==> config.mk <==
export PLATFORM = sky130hd
export DESIGN_NAME = instruction_sequencer
export DESIGN_NICKNAME = d
export VERILOG_FILES = /design/src/rtl/instruction_sequencer.sv
export SDC_FILE = /design/constraint.sdc
export NUM_CORES = 1
export LEC_CHECK = 0
export CORE_UTILIZATION = 50
export CTS_CLUSTER_SIZE = 25
export DETAILED_ROUTE_END_ITERATION = 6
export PLACE_DENSITY = 0.82
export SYNTH_ARGS = -nofsm -noshare
export SYNTH_HDL_FRONTEND = slang
export SYNTH_SLANG_ARGS = --single-unit
==> constraint.sdc <==
create_clock -name clock -period 6.36 [get_ports clock]
set_clock_uncertainty 0.1 [all_clocks]
set_input_delay 1.908 -clock clock [delete_from_list [all_inputs] [get_ports clock]]
set_output_delay 1.908 -clock clock [all_outputs]
set_load 0.03 [all_outputs]
==> src/rtl/instruction_sequencer.sv <==
// Instruction step sequencer: fetches an instruction word with a ready handshake,
// latches it, and walks FETCH/DECODE/EXECUTE/MEMORY/WRITEBACK for control_matrix.
module instruction_sequencer #(
    parameter int         INSTR_WIDTH = 16,
    parameter logic [3:0] LOAD_OP     = 4'h4,
    parameter logic [3:0] STORE_OP    = 4'h5,
    parameter logic [3:0] BRANCH_OP   = 4'h8,
    parameter logic [3:0] HALT_OP     = 4'hF,
    parameter int         TIMEOUT     = 15,
    parameter int         COUNT_WIDTH = 16
) (
    input  logic                   clock,
    input  logic                   control_reset_n,
    input  logic [INSTR_WIDTH-1:0] instr_data,
    input  logic                   mem_ready,
    input  logic                   state_machine_reset,
    input  logic                   resume,
    output logic [2:0]             state,
    output logic [3:0]             opcode,
    output logic [INSTR_WIDTH-5:0] operand,
    output logic                   fetch_req,
    output logic                   mem_req,
    output logic                   halted,
    output logic                   fault,
    output logic [COUNT_WIDTH-1:0] instr_count
);

    typedef enum logic [2:0] {
        S_IDLE      = 3'd0,
        S_FETCH     = 3'd1,
        S_DECODE    = 3'd2,
        S_EXECUTE   = 3'd3,
        S_MEMORY    = 3'd4,
        S_WRITEBACK = 3'd5,
        S_HALT      = 3'd7
    } state_t;

    localparam logic [8:0] TIMEOUT_L = 9'(TIMEOUT);

    state_t                   state_q, state_d;
    logic [INSTR_WIDTH-1:0]   ir_q, ir_d;
    logic [7:0]               wait_q, wait_d;
    logic                     fault_q, fault_d;
    logic [COUNT_WIDTH-1:0]   count_q, count_d;
    logic                     retire;
    logic [8:0]               wait_next;
    logic [3:0]               op;

    assign op = ir_q[INSTR_WIDTH-1 -: 4];

    always_ff @(posedge clock or negedge control_reset_n) begin
        if (!control_reset_n) begin
            state_q <= S_IDLE;
            ir_q    <= '0;
            wait_q  <= '0;
            fault_q <= 1'b0;
            count_q <= '0;
        end else begin
            state_q <= state_d;
            ir_q    <= ir_d;
            wait_q  <= wait_d;
            fault_q <= fault_d;
            count_q <= count_d;
        end
    end

    always_comb begin
        state_d   = state_q;
        ir_d      = ir_q;
        wait_d    = wait_q;
        fault_d   = fault_q;
        count_d   = count_q;
        retire    = 1'b0;
        wait_next = {1'b0, wait_q} + 9'd1;

        // A restart request from control_matrix beats everything except a halted core.
        if (state_machine_reset && (state_q != S_HALT)) begin
            state_d = S_FETCH;
            wait_d  = '0;
        end else begin
            case (state_q)
                S_IDLE: begin
                    state_d = S_FETCH;
                    wait_d  = '0;
                end
                S_FETCH: begin
                    if (mem_ready) begin
                        ir_d    = instr_data;
                        state_d = S_DECODE;
                        wait_d  = '0;
                    end else if (wait_next >= TIMEOUT_L) begin
                        fault_d = 1'b1;
                        state_d = S_HALT;
                        wait_d  = '0;
                    end else begin
                        wait_d = wait_next[7:0];
                    end
                end
                S_DECODE: begin
                    if (op == HALT_OP) begin
                        state_d = S_HALT;
                        retire  = 1'b1;
                    end else begin
                        state_d = S_EXECUTE;
                    end
                end
                S_EXECUTE: begin
                    if ((op == LOAD_OP) || (op == STORE_OP)) begin
                        state_d = S_MEMORY;
                        wait_d  = '0;
                    end else if (op == BRANCH_OP) begin
                        state_d = S_FETCH;
                        wait_d  = '0;
                        retire  = 1'b1;
                    end else begin
                        state_d = S_WRITEBACK;
                    end
                end
                S_MEMORY: begin
                    if (mem_ready) begin
                        wait_d = '0;
                        if (op == LOAD_OP) begin
                            state_d = S_WRITEBACK;
                        end else begin
                            state_d = S_FETCH;
                            retire  = 1'b1;
                        end
                    end else if (wait_next >= TIMEOUT_L) begin
                        fault_d = 1'b1;
                        state_d = S_HALT;
                        wait_d  = '0;
                    end else begin
                        wait_d = wait_next[7:0];
                    end
                end
                S_WRITEBACK: begin
                    state_d = S_FETCH;
                    wait_d  = '0;
                    retire  = 1'b1;
                end
                S_HALT: begin
                    // A fault is only cleared by reset, so resume cannot escape it.
                    if (resume && !fault_q) begin
                        state_d = S_FETCH;
                        wait_d  = '0;
                    end
                end
                default: begin
                    state_d = S_IDLE;
                    wait_d  = '0;
                end
            endcase
        end

        if (retire) begin
            count_d = count_q + 1'b1;
        end
    end

    assign state       = state_q;
    assign opcode      = op;
    assign operand     = ir_q[INSTR_WIDTH-5:0];
    assign fetch_req   = (state_q == S_FETCH);
    assign mem_req     = (state_q == S_MEMORY);
    assign halted      = (state_q == S_HALT);
    assign fault       = fault_q;
    assign instr_count = count_q;

endmodule

# Word-level counts from Yosys, hierarchy flattened
# Cells that the tools add are included.
dict set report totals {
  register_bits 44
  latchBits 0
  ram_bits 0
  rom_bits 0
  out_inout_bits 39
  elab_cells 58
  mem_count 0
}
dict set report classes {
  add_sub_neg 2
  n_mul 0
  div_mod_pow 0
  order_cmp 1
  eq_ne 14
  shifts 0
  mux 24
  bitwise_logic 2
  reduce_logical 10
}
# op n
set ops {}
lappend ops {{$mux W8} 6}
lappend ops {{$pmux W8 S4} 1}
lappend ops {{$mux W3} 9}
lappend ops {{$pmux W3 S6} 1}
lappend ops {{$add A16 B1 Y16 const B} 1}
lappend ops {{$add A8 B1 Y9 const B} 1}
lappend ops {{$eq A3 B3 Y1 const B} 3}
lappend ops {{$ge A9 B4 Y1 const B} 1}
lappend ops {{$eq A4 B3 Y1 const B} 2}
lappend ops {{$eq A4 B4 Y1 const B} 2}
lappend ops {{$eq A3 B2 Y1 const B} 2}
lappend ops {{$mux W1} 6}
lappend ops {{$reduce_and A3 Y1} 2}
lappend ops {{$ne A4 B4 Y1 const B} 1}
lappend ops {{$pmux W1 S4} 1}
lappend ops {{$reduce_and A4 Y1} 1}
lappend ops {{$reduce_or A2 Y1} 2}
lappend ops {{$eq A3 B1 Y1 const B} 1}
lappend ops {{$logic_not A3 Y1} 1}
lappend ops {{$ne A3 B1 Y1 const B} 1}
lappend ops {{$ne A3 B3 Y1 const B} 1}
lappend ops {{$logic_and A1 B1 Y1} 2}
lappend ops {{$ne A2 B2 Y1 const B} 1}
lappend ops {{$not A1 Y1} 2}
lappend ops {{other kinds (2)} 2}

# Longest topological paths before layout
dict set report logic_depth {
  depth_word 6
  mapped_depth 7
  mapped_depth_nobuf 7
}

# Least setup slack after synthesis
# Ideal clock, no wire load.
dict set report synth_timing {
  kind {register to output}
  start {register state_q[2] (netlist: state[2])}
  end {output port mem_req}
  t_arrival_ps 1437
  required_ps 4352
  setup_slack_ps 2915
  stages_incl_launch_ff 4
  path_cell_list {dfrtp_1 > buf_4 > or2b_2 > nor2_1}
}
dict set report synth_via {
  elab_chain_len 1
}
# item line_no
set synth_lines {}
lappend synth_lines {{start: declaration} 40} ;# state_t state_q, state_d;
lappend synth_lines {{start signal: assignment} 59} ;# state_q <= state_d;
lappend synth_lines {{$eq A3 B3 Y1} 164} ;# assign mem_req = (state_q == S_MEMORY);
lappend synth_lines {{end: declaration} 22} ;# output logic mem_req,
# No other way between the ends.

# Final worst setup path
# Ends and elaborated chain as after synthesis.

==> impl_metrics.json <==
{
  "num_rows": 24,
  "status": "finished, final reports clean",
  "cts_tree": "built",
  "core-area_mm2": 0.00432,
  "cp.required_ns": 4.35,
  "ys_warn_count": 0,
  "antenna_cells": 0,
  "crit_arrival_ns": 2.01,
  "wirelength_um": 4600,
  "tightest_slew_ns": 0.947,
  "crit_path_max_incr_delay_ns": 0.69,
  "fin_nets": 285,
  "ant_nets": 0,
  "hold_violations": 0,
  "netlist_area_mm2": 0.00224,
  "dieArea_mm2": 0.00476,
  "drive_gt1_share_pct": 16.2,
  "yosysUniqueCellTypes": 45,
  "vias": 1758,
  "drv_cap": 0,
  "crit_chain": "or2b_2 > nor2_1 > clkdlybuf4s50_1",
  "preCtsSetupSlack_ns": 2.34,
  "power.leakage_nw": 1.32,
  "ioPinCount": 60,
  "grt_use_total_pct": 20.4,
  "power_density_mw_per_mm2": 188,
  "firstDrtPassIters": 4,
  "postCtsResizedCells": 0,
  "grt_antenna_before_repair": 0,
  "synth_edf_count": 0,
  "cts.sinks": 44,
  "slowest_stage": "clkdlybuf4s50_1",
  "end_kind": "output pin",
  "cts_setup_buffers": 0,
  "synthToLayoutAreaGrowth_pct": 32.4,
  "initial_core_util_pct": 51.9,
  "cts_hold_buf": 0,
  "vias_per_cell": 5.63,
  "start_kind": "flop",
  "crit_fanout": 11,
  "cpLargestDelayFamily": "buffers and inverters",
  "worst_slack_ns": 2.34,
  "rsz0062_at_grt": "false",
  "drt_first_iter_violations": 108,
  "tns_ns": 0,
  "min_path_cells": 1,
  "hold_path_class": "flop to flop",
  "grt-ovfl-total": 0,
  "drcViolationCount": 0,
  "setup_viol": 0,
  "synth_nets": 227,
  "cp.depth": 3,
  "syn_area_per_cell_um2": 11.1,
  "wire_per_inst_um": 14.7,
  "synth-seq-cells": 44,
  "grt_max_degree": 45,
  "finalCriticalPeriod_ns": 4.02,
  "postLayoutCoreUtil_pct": 68.7,
  "layoutNonFillerInstCount": 312,
  "slew_violations": 0,
  "final_cell_mix": "clkdlybuf4s50_1 (58), dfrtp_1 (44), nand2_1 (18)",
  "layout_commonest_cell": "clkdlybuf4s50_1",
  "numPortBuffers": 59,
  "synth_flop_cell": "dfrtp_1",
  "die_x_um": 69,
  "worst-path-buf-inv": 1,
  "clk_pin_slew_ns": 0.08,
  "dp_cells": 305,
  "grt_pass1_wl_um": 7780,
  "first_global_vias": 1649,
  "clock_latency_ns": 0.30,
  "clock.fmax_ghz": 0.249,
  "worstSetupPathType": "flop to output pin",
  "h-tree-depth": 2,
  "ir_drop_mv": 0.127,
  "place_congestion": 0.851,
  "fillerInstances": 349,
  "chipHeight_um": 69,
  "cts_buffer_depth": 2,
  "cts_buffers": 5,
  "r2r_cells": 6,
  "relSlewSlack_pct": 36.9,
  "synthArstFlopShare_pct": 100,
  "synth_cells": 202,
  "hpwl_um": 3280,
  "timing.final.crit_share_pct": 63.2,
  "cts-root-buf": "clkbuf_8",
  "seq_area_frac_synth_pct": 49.1
}
-- path summary, 6_finish.rpt --
kind | startpoint | to | slack (ns)
max | state[2] | mem_req | 2.34
min | wait_q[5] | wait_q[5] | 0.39
max reg2reg | state[1] | instr_count[1] | 4.00
min reg2reg | wait_q[5] | wait_q[5] | 0.39
max in group asynchronous | control_reset_n | ir_q[9] | 3.91
min in group asynchronous | control_reset_n | instr_count[10] | 1.64
-- metal layers --
metal  global-route usage, %  share of wire (%)  vias to the layer above
met3                    5.56                6.6                        5
li1                        -                  -                      834
met5                       0                  0                        -
met1                    27.6                 44                      851
met4                    4.31                1.0                        0
met2                    32.8                 49                       68
-- power by group --
group / total, W / internal (W) / switching, W / leakage (nW)
Sequential: 0.000284 / 0.000281 / 0.00000242 / 0.580
Combinational: 0.0000292 / 0.0000154 / 0.0000138 / 0.677
Clock: 0.000246 / 0.000155 / 0.0000912 / 0.0642
-- registers in the layout (all words and copies together) (netlist names) --
signal,count
state,3
instr_count,16
ir_q,16
wait_q,8
fault,1
-- cells by family after synthesis --
group	Yosys count	share of synthesized area, %
buffers and inverters	16	3.85
adder cells (fa/ha/maj)	4	2.23
XOR/XNOR	16	6.24
flip-flops	44	49.1
AO/OA/AOI/OAI	28	8.53
multiplexers	17	8.70
AND/OR/NAND/NOR	77	21.4
-- Yosys cell counts, drive strengths merged (3+ instances only) --
master	n	area, um^2
dfrtp	44	1100
nand2	18	67.6
mux2	17	195
xor2	13	114
nor2	8	30.0
nor4	8	93.8
a21oi	7	35.0
inv	7	26.3
and2	6	37.5
buf	6	48.8
nand3	6	30.0
nor3	6	30.0
nor4b	6	52.6
o21ai	6	33.8
nor2b	5	31.3
ha	4	50.1
clkbuf	3	11.3
nand4	3	18.8
xnor2	3	26.3
-- final cells by class --
cell class | count | area (um^2) | share of cell area [%]
Clock buffer | 5 | 68.8 | 2.32
Clock inverter | 2 | 60.1 | 2.02
Inverter | 7 | 26.3 | 0.884
Multi-Input combinational cell | 142 | 1060 | 35.6
Sequential cell | 44 | 1100 | 37.1
Tap cell | 52 | 65.1 | 2.19
Timing Repair Buffer | 60 | 593 | 20.0
-- metrics by stage --
step	instance area [um^2]	power, W	hold slack [ns]
final	2970	0.000559	0.387
after global routing	2970	0.000575	0.416
after CTS	2970	0.000564	0.391
after detailed placement	2840	0.000319	0.373
after global placement	2840	0.000318	0.355
after floorplan	2240	0.000296	0.355
(Power assumes the default switching activity.)
